File: config.mk
export PLATFORM = sky130hd
export DESIGN_NAME = mmio_axil_id_tracker
export DESIGN_NICKNAME = d
export VERILOG_FILES = /design/src/rtl/mmio_axil_id_tracker.sv
export SDC_FILE = /design/constraint.sdc
export NUM_CORES = 1
export LEC_CHECK = 0
export ABC_CLOCK_PERIOD_IN_PS = 6100
export CAP_MARGIN = 15
export CORE_AREA = 3 3 171 173
export CTS_BUF_LIST = sky130_fd_sc_hd__clkbuf_2 sky130_fd_sc_hd__clkbuf_4 sky130_fd_sc_hd__clkbuf_8
export CTS_CLUSTER_SIZE = 25
export DETAILED_ROUTE_END_ITERATION = 7
export DIE_AREA = 0 0 174 176
export PLACE_DENSITY_LB_ADDON = 0.3
export SLEW_MARGIN = 30
export SYNTH_ARGS = -nofsm -noshare
export SYNTH_HDL_FRONTEND = slang
export SYNTH_SLANG_ARGS = --single-unit
File: constraint.sdc
create_clock -name clk -period 6.1 [get_ports clk]
set_clock_uncertainty 0.2 [all_clocks]
set_input_delay 1.83 -clock clk [delete_from_list [all_inputs] [get_ports clk]]
set_output_delay 1.83 -clock clk [all_outputs]
set_load 0.05 [all_outputs]
File: src/rtl/mmio_axil_id_tracker.sv
// mmio_axil_id_tracker
//   Bridges an ID-carrying host MMIO AXI-lite port onto an ID-less AXI-lite
//   slave. AR/AW IDs are held in per-direction in-order FIFOs and returned
//   on R/B. All channel signals pass through combinationally, so no cycles
//   are added. New address handshakes are refused while DEPTH transactions
//   are outstanding in that direction.
//
// Ports:
//   clk, reset_n                 clock, synchronous active-low reset
//   s_ar*/s_r*/s_aw*/s_w*/s_b*   host side (with IDs, ADDR_IN_W addresses)
//   m_ar*/m_r*/m_aw*/m_w*/m_b*   slave side (no IDs, ADDR_OUT_W addresses)
//   rd_outstanding/wr_outstanding  current ID FIFO occupancy
//   err_clr                      clears the sticky orphan flags
//   err_rd_orphan/err_wr_orphan  sticky orphan-response flags
//
// Build option: define MMIO_ID_TRACK_ERR_EN to flag responses that arrive
// with nothing outstanding. Such a response is forwarded with ID 0 and
// SLVERR. Without the macro the flags are tied to 0 and the response is
// forwarded unmodified, carrying whatever ID is left at the FIFO head.

module mmio_axil_id_fifo #(
    parameter int ID_W  = 9,
    parameter int DEPTH = 4
) (
    input  logic                     clk,
    input  logic                     reset_n,
    input  logic                     push,
    input  logic [ID_W-1:0]          push_id,
    input  logic                     pop,
    output logic [ID_W-1:0]          head_id,
    output logic [$clog2(DEPTH):0]   count,
    output logic                     full,
    output logic                     empty
);
    localparam int PTR_W = $clog2(DEPTH);
    localparam logic [PTR_W:0] FULL_CNT = (PTR_W + 1)'(DEPTH);

    logic [ID_W-1:0]  mem [DEPTH];
    logic [PTR_W-1:0] wptr;
    logic [PTR_W-1:0] rptr;

    // Full/empty come from the registered count only. A pop in the same
    // cycle therefore never lets a push through.
    assign full    = (count == FULL_CNT);
    assign empty   = (count == '0);
    assign head_id = mem[rptr];

    always_ff @(posedge clk) begin
        if (!reset_n) begin
            wptr  <= '0;
            rptr  <= '0;
            count <= '0;
            for (int i = 0; i < DEPTH; i++) mem[i] <= '0;
        end else begin
            if (push) begin
                mem[wptr] <= push_id;
                wptr      <= wptr + 1'b1;
            end
            if (pop) rptr <= rptr + 1'b1;
            if (push && !pop)      count <= count + 1'b1;
            else if (!push && pop) count <= count - 1'b1;
        end
    end
endmodule

module mmio_axil_id_tracker #(
    parameter int ID_W       = 9,
    parameter int ADDR_IN_W  = 18,
    parameter int ADDR_OUT_W = 32,
    parameter int DATA_W     = 64,
    parameter int DEPTH      = 4
) (
    input  logic                    clk,
    input  logic                    reset_n,
    // host read
    input  logic                    s_arvalid,
    output logic                    s_arready,
    input  logic [ADDR_IN_W-1:0]    s_araddr,
    input  logic [ID_W-1:0]         s_arid,
    output logic                    s_rvalid,
    input  logic                    s_rready,
    output logic [DATA_W-1:0]       s_rdata,
    output logic [1:0]              s_rresp,
    output logic [ID_W-1:0]         s_rid,
    // host write
    input  logic                    s_awvalid,
    output logic                    s_awready,
    input  logic [ADDR_IN_W-1:0]    s_awaddr,
    input  logic [ID_W-1:0]         s_awid,
    input  logic                    s_wvalid,
    output logic                    s_wready,
    input  logic [DATA_W-1:0]       s_wdata,
    input  logic [DATA_W/8-1:0]     s_wstrb,
    output logic                    s_bvalid,
    input  logic                    s_bready,
    output logic [1:0]              s_bresp,
    output logic [ID_W-1:0]         s_bid,
    // slave read
    output logic                    m_arvalid,
    input  logic                    m_arready,
    output logic [ADDR_OUT_W-1:0]   m_araddr,
    input  logic                    m_rvalid,
    output logic                    m_rready,
    input  logic [DATA_W-1:0]       m_rdata,
    input  logic [1:0]              m_rresp,
    // slave write
    output logic                    m_awvalid,
    input  logic                    m_awready,
    output logic [ADDR_OUT_W-1:0]   m_awaddr,
    output logic                    m_wvalid,
    input  logic                    m_wready,
    output logic [DATA_W-1:0]       m_wdata,
    output logic [DATA_W/8-1:0]     m_wstrb,
    input  logic                    m_bvalid,
    output logic                    m_bready,
    input  logic [1:0]              m_bresp,
    // status
    output logic [$clog2(DEPTH):0]  rd_outstanding,
    output logic [$clog2(DEPTH):0]  wr_outstanding,
    input  logic                    err_clr,
    output logic                    err_rd_orphan,
    output logic                    err_wr_orphan
);
    logic            rd_full, rd_empty, rd_push, rd_pop;
    logic            wr_full, wr_empty, wr_push, wr_pop;
    logic [ID_W-1:0] rd_head, wr_head;

    assign m_arvalid = s_arvalid & ~rd_full;
    assign s_arready = m_arready & ~rd_full;
    assign m_araddr  = ADDR_OUT_W'(s_araddr);
    assign rd_push   = s_arvalid & m_arready & ~rd_full;

    assign s_rvalid  = m_rvalid;
    assign m_rready  = s_rready;
    assign s_rdata   = m_rdata;
    // A response with nothing outstanding never moves the read pointer.
    assign rd_pop    = m_rvalid & s_rready & ~rd_empty;

    assign m_awvalid = s_awvalid & ~wr_full;
    assign s_awready = m_awready & ~wr_full;
    assign m_awaddr  = ADDR_OUT_W'(s_awaddr);
    assign wr_push   = s_awvalid & m_awready & ~wr_full;

    // W is independent of AW ordering and is never gated.
    assign m_wvalid  = s_wvalid;
    assign s_wready  = m_wready;
    assign m_wdata   = s_wdata;
    assign m_wstrb   = s_wstrb;

    assign s_bvalid  = m_bvalid;
    assign m_bready  = s_bready;
    assign wr_pop    = m_bvalid & s_bready & ~wr_empty;

    mmio_axil_id_fifo #(.ID_W(ID_W), .DEPTH(DEPTH)) u_rd_fifo (
        .clk(clk), .reset_n(reset_n), .push(rd_push), .push_id(s_arid),
        .pop(rd_pop), .head_id(rd_head), .count(rd_outstanding),
        .full(rd_full), .empty(rd_empty)
    );

    mmio_axil_id_fifo #(.ID_W(ID_W), .DEPTH(DEPTH)) u_wr_fifo (
        .clk(clk), .reset_n(reset_n), .push(wr_push), .push_id(s_awid),
        .pop(wr_pop), .head_id(wr_head), .count(wr_outstanding),
        .full(wr_full), .empty(wr_empty)
    );

`ifdef MMIO_ID_TRACK_ERR_EN
    logic rd_orphan, wr_orphan;

    assign rd_orphan = m_rvalid & rd_empty;
    assign wr_orphan = m_bvalid & wr_empty;
    assign s_rid     = rd_orphan ? '0 : rd_head;
    assign s_rresp   = rd_orphan ? 2'b10 : m_rresp;
    assign s_bid     = wr_orphan ? '0 : wr_head;
    assign s_bresp   = wr_orphan ? 2'b10 : m_bresp;

    // A new orphan in the same cycle as err_clr keeps the flag set.
    always_ff @(posedge clk) begin
        if (!reset_n) begin
            err_rd_orphan <= 1'b0;
            err_wr_orphan <= 1'b0;
        end else begin
            if (rd_orphan)    err_rd_orphan <= 1'b1;
            else if (err_clr) err_rd_orphan <= 1'b0;
            if (wr_orphan)    err_wr_orphan <= 1'b1;
            else if (err_clr) err_wr_orphan <= 1'b0;
        end
    end
`else
    logic unused_err_clr;

    assign unused_err_clr = err_clr;
    assign s_rid          = rd_head;
    assign s_rresp        = m_rresp;
    assign s_bid          = wr_head;
    assign s_bresp        = m_bresp;
    assign err_rd_orphan  = 1'b0;
    assign err_wr_orphan  = 1'b0;
`endif
endmodule

=== Word level (Yosys, flattened, before mapping) ===
Memory sizes are Yosys's and may differ from the RTL's. A register that Yosys moved wholly into a read port is not among the register bits.
Cells that the tools add are included.

* Muxes and demuxes: 21
* $mul: 0
* Divide/modulo/power cells: 0
* Equality and inequality tests: 2
* Shift-type cells: 0
* $add $sub $neg: 8
* Bitwise operators: 16
* Reduce and logical (&&, ||, !) cells: 14
* Order comparisons: 0

{| class="wikitable"
|+ Operator list
! cell !! number
|-
| 9-bit two-way mux || 2
|-
| 9-bit OR reduction || 2
|-
| 1-bit bitwise AND || 12
|-
| 2-bit two-way mux || 6
|-
| 3-bit two-way mux || 4
|-
| 1-bit two-way mux || 9
|-
| 2-bit by 1-bit adder with 2-bit output, second input constant || 4
|-
| 3-bit by 1-bit adder with 3-bit output, second input constant || 2
|-
| 3-bit == test, second input constant || 2
|-
| 3-bit logical NOT || 2
|-
| 3-bit by 1-bit subtractor with 3-bit output, second input constant || 2
|-
| 1-bit logical AND || 4
|-
| 1-bit logical NOT || 4
|-
| 1-bit inverter || 4
|-
| 2-bit nonzero test || 2
|}

* Memory bits (read-only): 0
* Bits in writable memories: 72
* Flip-flop bits (word level): 14
* Word-level logic and storage cells: 69
* Memories: 2
* Output and inout bits: 240
* Latch bits: 0

{| class="wikitable"
|+ Memories
! memory !! depth !! bits a word !! read ports !! clocked after memory_dff !! write ports !! line !! RTL
|-
| u_rd_fifo.mem || 4 || 9 || 1 || 1 || 4 || 38 || <nowiki>logic [ID_W-1:0] mem [DEPTH];</nowiki>
|-
| u_wr_fifo.mem || 4 || 9 || 1 || 1 || 4 || 38 ||
|}

=== Depth between registers and ports, before layout ===
Gate-level depths: netlist of the first run.

* Depth after elaboration: 8
* Mapped depth: 9
* Mapped depth without buffers: 9

=== Modules after synthesis ===
Synthesis of the first run repeated with hierarchy kept, for this count alone.

* Cell total of the unflattened synthesis: 485
* Area total of the unflattened synthesis: 5624.1 um2

{| class="wikitable"
|+ By module, submodules not included
! module !! area an instance (um2) !! cells an instance !! seq. area each (um2) !! times used
|-
| mmio_axil_id_fifo || 1984.4 || 132 || 1261.2 || 2
|-
| mmio_axil_id_tracker || 1655.3 || 221 || 0.0 || 1
|}

=== Least setup slack after synthesis of the first run ===
Ideal clock, no wire load.

* Path type: input-to-output
* Start: input port s_arvalid
* End: output port m_arvalid
* Arrival: 2537 ps
* Slack: 1533 ps
* Buffers on the path: 0
* Data required time: 4070 ps
* Stages: 1
* Path through: nor2b_1

* Word-level cells in the longest chain between the ends: 1

{| class="wikitable"
|+ Ends and longest elaborated chain
! element !! line !! RTL
|-
| start, declared || 76 || <nowiki>input logic s_arvalid,</nowiki>
|-
| 1-bit bitwise AND || 128 || <nowiki>assign m_arvalid = s_arvalid & ~rd_full;</nowiki>
|-
| end, declared || 99 || <nowiki>output logic m_arvalid,</nowiki>
|}

No other way between the ends.

=== Worst setup path in the final report of the first run ===
* Start: input port m_awready
* End: output port s_awready

* Word-level cells in the longest chain between the ends: 1

{| class="wikitable"
|+ Ends and longest elaborated chain
! element !! line !! RTL
|-
| start, declared || 108 || <nowiki>input logic m_awready,</nowiki>
|-
| 1-bit bitwise AND || 140 || <nowiki>assign s_awready = m_awready & ~wr_full;</nowiki>
|-
| end, declared || 87 || <nowiki>output logic s_awready,</nowiki>
|}

No other way between the ends.

==> results of run 1 <==
==> cells in the mapped netlist (all sizes together), types with 6 or more instances <==
master,number
buf,221
edfxtp,72
and3,45
and2,33
dfxtp,18
mux4,18
inv,8
o31ai,8
nor2b,7
a21boi,6
nor2,6
o21ai,6
or3,6
==> tightest hold or removal path, delay by kind of cell (launching register included) <==
family / cells / cell delay (ns)
AOI/OAI and AO/OA: 2 / 0.16
DFF: 1 / 0.32
==> placed cells by master (no fill, tap or decap), drive strengths merged <==
cell type	synthesis	layout
dfxtp	18	18
or3	6	6
and2	33	33
o21bai	1	1
and3	45	45
conb	1	30
clkinv	0	1
o311ai	2	2
o2bb2ai	1	1
clkbuf	4	10
mux2i	2	2
nand3	2	2
buf	221	2
edfxtp	72	72
inv	8	13
nor3b	4	4
nor4b	1	1
xor2	2	2
nor2	6	6
fa	2	2
xnor2	4	4
o21ai	6	6
nand2	4	4
nor2b	7	7
mux4	18	18
o31ai	8	8
ha	2	2
a21boi	6	6
clkdlybuf4s50	0	59
or2	2	2
==> worst max-delay path by stage <==
| stage | slack, ns | startpoint | cells past startpoint | endpoint |
|---|---|---|---|---|
| 4_1_cts | 0.50 | m_awready | 3 | s_awready |
| 3_5_place_dp | 0.50 | m_awready | 3 | s_awready |
| 5_1_grt | 0.48 | m_awready | 3 | s_awready |
| 3_3_place_gp | 0.51 | m_awready | 3 | s_awready |
| 6_report | 0.55 | m_awready | 3 | s_awready |
| 2_1_floorplan | 1.53 | s_arvalid | 1 | m_arvalid |
==> final cells by class <==
type	count	area share [%]
Clock buffer	10	2.388
Clock inverter	6	1.046
Inverter	8	0.5458
Multi-Input combinational cell	194	30.50
Sequential cell	90	45.85
Tap cell	378	8.597
Timing Repair Buffer	61	11.08
==> state kept, by name, summed over array words and instances (netlist names), named ones only <==
name / cells
u_wr_fifo.rptr: 2
u_rd_fifo.mem: 36
u_rd_fifo.rptr: 2
u_wr_fifo.mem: 36
u_rd_fifo.wptr: 2
u_wr_fifo.wptr: 2
u_rd_fifo.count: 3
u_wr_fifo.count: 3
==> power by group <==
group          switching (uW)  total, uW  internal (uW)  leakage, uW
logic                     366        576            210      0.00102
registers                68.2        789            721     0.000895
clock network             243        407            164    0.0000991
==> per-stage QoR <==
| step | util (%) | instances | cell area (sq um) |
|---|---|---|---|
| finish | 19.80 | 747 | 5502 |
| floorplan | - | 517 | 5769 |
| global route | 19.80 | 747 | 5502 |
| CTS | 19.76 | 746 | 5490 |
| detailed placement | 19.08 | 730 | 5301 |
| global placement | 18.83 | 730 | 5231 |
==> routing by layer <==
| metal | up-vias | global-route usage (%) | share of wire, % |
|---|---|---|---|
| met5 | - | 0 | 0 |
| met4 | 0 | 5.161 | 4.0 |
| met3 | 56 | 8.452 | 18 |
| met2 | 225 | 16.24 | 49 |
| met1 | 1305 | 7.911 | 29 |
| li1 | 1187 | - | - |
==> logic make-up after synthesis <==
family / Yosys count
buffers and inverters: 233
AO/OA/AOI/OAI: 24
other: 1
XOR/XNOR: 6
flip-flops: 90
adder cells (fa/ha/maj): 4
multiplexers: 20
AND/OR/NAND/NOR: 110
==> impl_metrics.csv, run 1 <==
group,metric,value,unit
hold_path,hp-class,"flip-flop to flip-flop",
cells_and_area,multi_input_comb_area,0.001678,sq mm
timing,fin_crit_sh,90.96,%
timing,worstMarginPinSlew,0.8291,ns
placed_design,routabilityCongestion,0.6896,
timing,drv_slew,0,
yosys,synth.distinct_cells,30,
floorplanning,start_util,20.37,%
floorplanning,core,0.02778,sq mm
setup_path,worstRegToRegCells,9,
placed_design,dp_hpwl,12120,um
power_and_ir_drop,vdd_drop_max,0.0001192,V
yosys,synthAdderAreaFrac,1.149,%
placed_design,dp_slack,0.4984,ns
route,wl_per_cell,21.12,um
floorplanning,die_w,174,um
run_status,outcome,"complete, no violations",
power_and_ir_drop,power.total,1773,uW
floorplanning,dieArea,0.03062,sq mm
grt,first_global_vias,2948,
timing,setup_ws,0.5515,ns
yosys,synthSimpleGateAreaFrac,12.86,%
setup_path,rr_endpoint,"u_wr_fifo.count[2]$_SDFFE_PN0P_",
cts,clk_path_buf_depth,2,
grt,grt_pass1_wl,21420,um
floorplanning,rows,61,
hold_path,worstHoldPathCells,2,
setup_path,path_max_fanout,3,
grt,grt_max_degree,38,
setup_path,crit_type,"input port to output port",
cts,holdBufCountCts,0,
setup_path,critPathMostFrequentCell,"clkdlybuf4s50_1",
yosys,yosys_warnings,0,
cells_and_area,nFillCells,3018,
route,drt_wl_total,15770,um
cts,cts_made_buffers,9,
yosys,mappedNetlistArea,0.005660,sq mm
setup_path,slowest_delay,0.86,ns
power_and_ir_drop,power.density,322.2,mW/mm^2
cells_and_area,nets,575,
cts,cts-root-buf,"clkbuf_8",
yosys,synthMuxAreaShare,7.515,%
yosys,synth_compound_area_share,3.249,%
yosys,postSynthAreaPerCell,11.60,sq um
route,dr.pass1.iters,4,
timing,hold_viol_final,0,
yosys,ys_ff_latch,90,
grt,grt-ovfl-total,0,
timing,finalSetupViolCount,0,
timing,fin_crit,5.549,ns
placed_design,portBuffers,59,
yosys,synth_edf_count,72,
cts,post_cts_buffers,0,
floorplanning,io_pins,447,
timing,fmax,180.2,MHz
route,drc,0,
yosys,synth_flop_cell,"edfxtp_1",
flow_run,cap_violations,0,
yosys,synth-async-reset-ratio,0,%
setup_path,cp-end-kind,"output port",
route,via_count,2773,
route,ant_nets,0,
yosys,synth_seq_area_share,44.56,%
cells_and_area,seq_area,0.002522,sq mm
cts,worstSkewPairLatency,0.35,ns
cells_and_area,antenna_cells,0,
yosys,synthTopCellsByArea,"edfxtp_1, buf_4, mux4_2",
cts,cts.sinks,90,
power_and_ir_drop,p_leak,0.002012,uW
setup_path,arrival,3.52,ns
setup_path,start_kind,"input port",
yosys,yosysTopAreaCellShare,38.20,%
timing,timing.hold.ws,0.3293,ns
timing,rsz0062_at_grt,"no",
setup_path,cp_cell_sequence,"clkdlybuf4s50_1 -> nor2b_1 -> clkdlybuf4s50_1",
timing,setup_tns,0,ns
hold_path,holdCritStartpoint,"u_wr_fifo.rptr[1]$_SDFFE_PN0P_",
setup_path,cp_top_family,"buffers and inverters",
cts,ctsResizeCount,0,
cells_and_area,layout-drive-gt1-share,14.36,%
hold_path,min_to,"u_wr_fifo.rptr[1]$_SDFFE_PN0P_",
grt,antenna_found_initial,0,
setup_path,rrSetupSlack,3.37,ns
setup_path,slowest_stage,"clkdlybuf4s50_1",
setup_path,worst_ep_required_time,4.07,ns
yosys,synth.largest_area_cell,"edfxtp_1",
cts,ctsHtreeMaxLevel,3,
grt,grtUsageTotal,9.761,%
yosys,synth_top_family_by_area,"buffers and inverters",
cts,cts_tree,"yes",
route,drt_iter0_markers,107,
cts,clk_pin_slew,0.10,ns
floorplanning,die_h,176,um
setup_path,r2r-start,"u_wr_fifo.count[2]$_SDFFE_PN0P_",
timing,relSlewSlack,44.67,%
route,vias_per_cell,3.712,
cells_and_area,area_growth,-2.807,%
setup_path,cp.buffers_inverters,2,
yosys,syn_inst,488,
yosys,synth_xor_area_share,0.9284,%
No activity file was read; power rests on OpenSTA's default activity.
==> run 2, diff against run 1 <==
--- a/config.mk
+++ b/config.mk
@@ -13,5 +13,4 @@
 export DETAILED_ROUTE_END_ITERATION = 7
 export DIE_AREA = 0 0 174 176
-export PLACE_DENSITY_LB_ADDON = 0.3
 export SLEW_MARGIN = 30
 export SYNTH_ARGS = -nofsm -noshare
==> constraint.sdc (replaced) <==
create_clock -name clk -period 6.1 [get_ports clk]
set_clock_uncertainty 0.2 [all_clocks]
set_input_delay 1.22 -clock clk [delete_from_list [all_inputs] [get_ports clk]]
set_output_delay 1.22 -clock clk [all_outputs]
set_load 0.05 [all_outputs]
==> run 2 against run 1 <==
Compared with the run above: via count down 0.43%; flip-flop and latch count unchanged; sequential share of layout area about the same; worst setup slack better by 1.4 ns; first-iteration DRC count up 79%; critical path depth unchanged.
==> impl_metrics.csv, run 2 (same netlist as run 1, synthesis figures left out) <==
group,metric,value,unit
run_status,outcome,"complete, no violations",
power_and_ir_drop,p_sw_share,36.71,%
grt,grt_max_degree,38,
floorplanning,die_w,174,um
cells_and_area,nets,575,
power_and_ir_drop,pwr-share-seq,44.2,%
route,highest-signal-layer,"met5",
route,met3WireLength,2871,um
cts,ctsHtreeMaxLevel,3,
hold_path,hp-class,"flip-flop to flip-flop",
timing,setup_ws,1.971,ns
route,via_count,2761,
route,m1WireLength,4303,um
route,drc,0,
cts,cts_made_buffers,9,
power_and_ir_drop,p_switching,655.3,uW
power_and_ir_drop,p_leak,0.002016,uW
cts,ctsResizeCount,0,
floorplanning,start_util,20.37,%
cells_and_area,top_regs,"u_rd_fifo.mem: 36 flops, u_wr_fifo.mem: 36 flops",
route,drt_wl_total,14820,um
placed_design,dp_slack,1.963,ns
cts,clk_pin_slew,0.09,ns
timing,fin_crit,4.129,ns
timing,worstMarginPinSlew,0.9260,ns
cts,worstSkewPairLatency,0.37,ns
cts,holdBufCountCts,0,
timing,fmax,242.2,MHz
timing,rsz0062_at_grt,"no",
grt,grtUsageTotal,9.282,%
setup_path,worst_ep_required_time,4.68,ns
setup_path,start_kind,"input port",
grt,grt-ovfl-total,0,
floorplanning,core,0.02778,sq mm
cts,clk_path_buf_depth,2,
grt,antenna_found_initial,1,
power_and_ir_drop,power.density,324.6,mW/mm^2
setup_path,slowest_delay,0.81,ns
route,ant_nets,0,
placed_design,dp_hpwl,11390,um
setup_path,arrival,2.71,ns
setup_path,path_max_fanout,3,
timing,setup_tns,0,ns
cts,cts.sinks,90,
power_and_ir_drop,power.total,1785,uW
cells_and_area,layout-drive-gt1-share,14.36,%
setup_path,crit_type,"input port to output port",
placed_design,portBuffers,59,
floorplanning,rows,61,
timing,relSlewSlack,37.90,%
cells_and_area,final_common_cell,"edfxtp_1",
grt,first_global_vias,2910,
route,dr.pass1.iters,4,
timing,hold_viol_final,0,
cells_and_area,area_growth,-2.829,%
setup_path,cp_cell_sequence,"clkdlybuf4s50_1 -> nor2b_1 -> clkdlybuf4s50_1",
cells_and_area,antenna_cells,0,
cts,post_cts_buffers,0,
route,wl_met2,6898,um
route,vias_per_cell,3.696,
setup_path,critPathMostFrequentCell,"clkdlybuf4s50_1",
power_and_ir_drop,p_comb_share,31.9,%
placed_design,routabilityCongestion,0.6873,
route,wl_per_cell,19.84,um
cts,cts-root-buf,"clkbuf_8",
timing,fin_crit_sh,67.68,%
floorplanning,io_pins,447,
cts,cts_tree,"yes",
power_and_ir_drop,intPower,1130,uW
setup_path,cp-end-kind,"output port",
floorplanning,die_h,176,um
flow_run,cap_violations,0,
timing,drv_slew,0,
grt,grt_pass1_wl,20620,um
power_and_ir_drop,vdd_drop_max,0.0001015,V
setup_path,slowest_stage,"clkdlybuf4s50_1",
timing,finalSetupViolCount,0,
power_and_ir_drop,pwr-share-clk,23.9,%
route,drt_iter0_markers,192,
cells_and_area,layout_common_cells,"edfxtp_1, clkdlybuf4s50_1, and3_1, and2_1, conb_1",
floorplanning,dieArea,0.03062,sq mm
-- run 2: final cells by class --
| cell class | instances | area (sq um) |
|---|---|---|
| fill | 3028 | 22280 |
| tap | 378 | 473.0 |
| timing repair buffer | 61 | 609.3 |
| clock inverter | 6 | 73.82 |
| multi-input combinational | 194 | 1660 |
| inverter | 8 | 30.03 |
| clock buffer | 10 | 131.4 |
| sequential | 90 | 2522 |
-- run 2: worst max-delay path, delay by kind of cell --
kind	cells	cell delay, ns
buffers and inverters	2	1.34
and+or+nand+nor	1	0.15
-- run 2: path summary, 6_finish.rpt --
kind                                        start                              end  slack [ns]  depth (start not counted)
setup reg to reg  u_rd_fifo.count[0]$_SDFFE_PN0P_  u_rd_fifo.count[2]$_SDFFE_PN0P_        3.47                          9
hold / removal     u_wr_fifo.rptr[1]$_SDFFE_PN0P_   u_wr_fifo.rptr[1]$_SDFFE_PN0P_        0.31                          2
setup / recovery                        m_arready                        s_arready        1.97                          3
hold reg to reg    u_wr_fifo.rptr[1]$_SDFFE_PN0P_   u_wr_fifo.rptr[1]$_SDFFE_PN0P_        0.31                          2
-- run 2: power by group through the flow --
stage	combinational (uW)	clock (uW)	sequential [uW]
floorplan	694	0	825
global route	610	463	802
global placement	565	0	802
detailed placement	570	0	805
finish	569	427	788
CTS	573	438	791
-- run 2: per-stage QoR --
| stage | area (sq um) | hold slack, ns | utilization (%) | std cells |
|---|---|---|---|---|
| 3_5_place_dp | 5249 | 0.3055 | 18.89 | 730 |
| 4_1_cts | 5454 | 0.3222 | 19.63 | 746 |
| 6_report | 5500 | 0.3105 | 19.80 | 747 |
| 5_1_grt | 5500 | 0.3417 | 19.80 | 747 |
| 3_3_place_gp | 5231 | 0.2948 | 18.83 | 730 |
| 2_1_floorplan | 5769 | 0.2703 | - | 517 |
-- run 2: per-layer routing --
layer,vias up,GRT usage (%)
met1,1262,7.973
met5,-,2.083
met4,4,4.993
li1,1191,-
met3,61,8.882
met2,243,14.01
==> run 3, diff against run 2 <==
- ABC_CLOCK_PERIOD_IN_PS: 6100 -> 3900
- CORE_AREA: 3 3 171 173 -> 3 3 170 172
- DIE_AREA: 0 0 174 176 -> 0 0 173 175
- clock period: 6.1 -> 3.9 ns (I/O delays scaled with it)
==> run 3 against run 2 <==
Compared with the run above: count of clock-buffer cells in the layout down 1; global-route usage fell by 0.55 points; sequential share of layout area hardly changed; non-clock buffer count is 8 higher; critical path depth fell by 1; hold slack better by 0.010 ns; worst setup slack lost 1.5 ns; routed wire length down 6.6%; core utilization up 0.10 points; final area barely moved; register-to-register slack got worse by 2.2 ns; largest cell class unchanged.
==> impl_metrics.csv, run 3 (same netlist as run 1, synthesis figures left out) <==
group,metric,value,unit
cells_and_area,nets,583,
cts,clk_path_buf_depth,2,
grt,grt_use_met2,13.39,%
cts,clk_pin_slew,0.09,ns
grt,grt_max_degree,38,
timing,setup_tns,0,ns
setup_path,path_max_fanout,9,
timing,drv_slew,0,
cells_and_area,antenna_cells,0,
floorplanning,io_pins,447,
timing,fin_crit,3.456,ns
route,vias_per_cell,3.672,
setup_path,start_kind,"flip-flop",
hold_path,hp-class,"flip-flop to flip-flop",
route,drt_wl_total,13850,um
power_and_ir_drop,power.density,523.7,mW/mm^2
placed_design,portBuffers,59,
setup_path,slowest_delay,0.77,ns
floorplanning,core,0.02763,sq mm
setup_path,cp_top_family,"flip-flops",
cts,post_cts_buffers,0,
flow_run,cap_violations,0,
grt,antenna_found_initial,2,
grt,grt-ovfl-total,0,
run_status,outcome,"complete, no violations",
cts,cts_made_buffers,9,
cells_and_area,area_growth,-2.874,%
timing,finalSetupViolCount,0,
placed_design,dp_hpwl,10470,um
grt,met1_usage,8.383,%
route,drc,0,
setup_path,slowest_stage,"dfxtp_1",
power_and_ir_drop,vdd_drop_max,0.0001560,V
setup_path,cp.buffers_inverters,1,
grt,grt_pass1_wl,19390,um
power_and_ir_drop,p_leak,0.002047,uW
cts,cts-root-buf,"clkbuf_8",
route,via_count,2769,
setup_path,cp-end-kind,"output port",
floorplanning,dieArea,0.03028,sq mm
route,wl_per_cell,18.36,um
grt,first_global_vias,2713,
timing,worstMarginPinSlew,0.8912,ns
route,dr.pass1.iters,4,
floorplanning,die_w,173,um
timing,relSlewSlack,40.52,%
grt,grtUsageTotal,8.733,%
cts,cts.sinks,90,
cells_and_area,utilization,19.90,%
route,drt_iter0_markers,123,
cts,cts_tree,"yes",
setup_path,crit_type,"flip-flop to output port",
cells_and_area,final_common_cell,"edfxtp_1",
floorplanning,die_h,175,um
floorplanning,start_util,20.49,%
timing,rsz0062_at_grt,"no",
cells_and_area,layout_common_cells,"edfxtp_1, clkdlybuf4s50_1, and3_1, and2_1, conb_1",
cts,ctsResizeCount,0,
cells_and_area,nFillCells,2998,
timing,fin_crit_sh,88.61,%
route,ant_nets,0,
cells_and_area,top_regs,"u_rd_fifo.mem: 36 flops, u_wr_fifo.mem: 36 flops",
setup_path,cp_cell_sequence,"mux4_2 -> clkdlybuf4s50_1",
setup_path,arrival,2.48,ns
power_and_ir_drop,power.total,2879,uW
timing,fmax,289.4,MHz
cts,holdBufCountCts,0,
setup_path,worst_ep_required_time,2.92,ns
cts,worstSkewPairLatency,0.35,ns
cts,ctsHtreeMaxLevel,3,
grt,grt_busiest_layer,"met2",
placed_design,routabilityCongestion,0.6918,
floorplanning,rows,61,
timing,hold_viol_final,0,
cells_and_area,layout-drive-gt1-share,13.83,%
grt,grtUsageMet3,6.714,%
-- run 3: through the flow --
stage | cell area [sq um] | hold WS (ns) | std cells | worst slack [ns]
2_1_floorplan | 5769 | 0.2703 | 517 | 1.137
6_report | 5498 | 0.3204 | 754 | 0.4440
4_1_cts | 5498 | 0.3213 | 754 | 0.3762
3_3_place_gp | 5259 | 0.2918 | 739 | 0.6099
5_1_grt | 5498 | 0.3610 | 754 | 0.2836
3_5_place_dp | 5259 | 0.2951 | 739 | 0.5907
-- run 3: area by class of cell --
| type | count | area [sq um] | share of cell area [%] |
|---|---|---|---|
| Clock buffer | 9 | 123.9 | 2.253 |
| Multi-Input combinational cell | 194 | 1568 | 28.52 |
| Timing Repair Buffer | 69 | 665.6 | 12.11 |
| Clock inverter | 6 | 115.1 | 2.094 |
| Inverter | 8 | 30.03 | 0.5462 |
| Tap cell | 378 | 473.0 | 8.603 |
| Sequential cell | 90 | 2522 | 45.88 |
-- run 3: tightest hold or removal path, stage by stage, from the launching register on --
cell	delay, ns
dfxtp_1	0.32
o21ai_0	0.06
a21boi_0	0.09
-- run 3: power breakdown --
part	switching (uW)	leakage, uW	internal, uW	total [uW]
sequential	104	0.000895	1130	1230
clock	343	0.000116	426	769
combinational	551	0.00104	329	879
-- run 3: metal layers --
metal / part of all wire [%] / vias up / routed length, um
met5: 0.15 / - / 21
met4: 4.0 / 4 / 556
met1: 33 / 1307 / 4600
met2: 46 / 205 / 6423
met3: 16 / 52 / 2245
li1: - / 1201 / -
-- run 3: path summary, 6_finish.rpt --
| kind | from | endpoint | slack (ns) | depth (start not counted) |
|---|---|---|---|---|
| max | flip-flop | s_bid[5] | 0.44 | 2 |
| min | u_rd_fifo.rptr[1]$_SDFFE_PN0P_ | u_rd_fifo.rptr[1]$_SDFFE_PN0P_ | 0.32 | 2 |
| max reg2reg | u_rd_fifo.count[0]$_SDFFE_PN0P_ | u_rd_fifo.count[2]$_SDFFE_PN0P_ | 1.31 | 9 |
| min reg2reg | u_rd_fifo.rptr[1]$_SDFFE_PN0P_ | u_rd_fifo.rptr[1]$_SDFFE_PN0P_ | 0.32 | 2 |
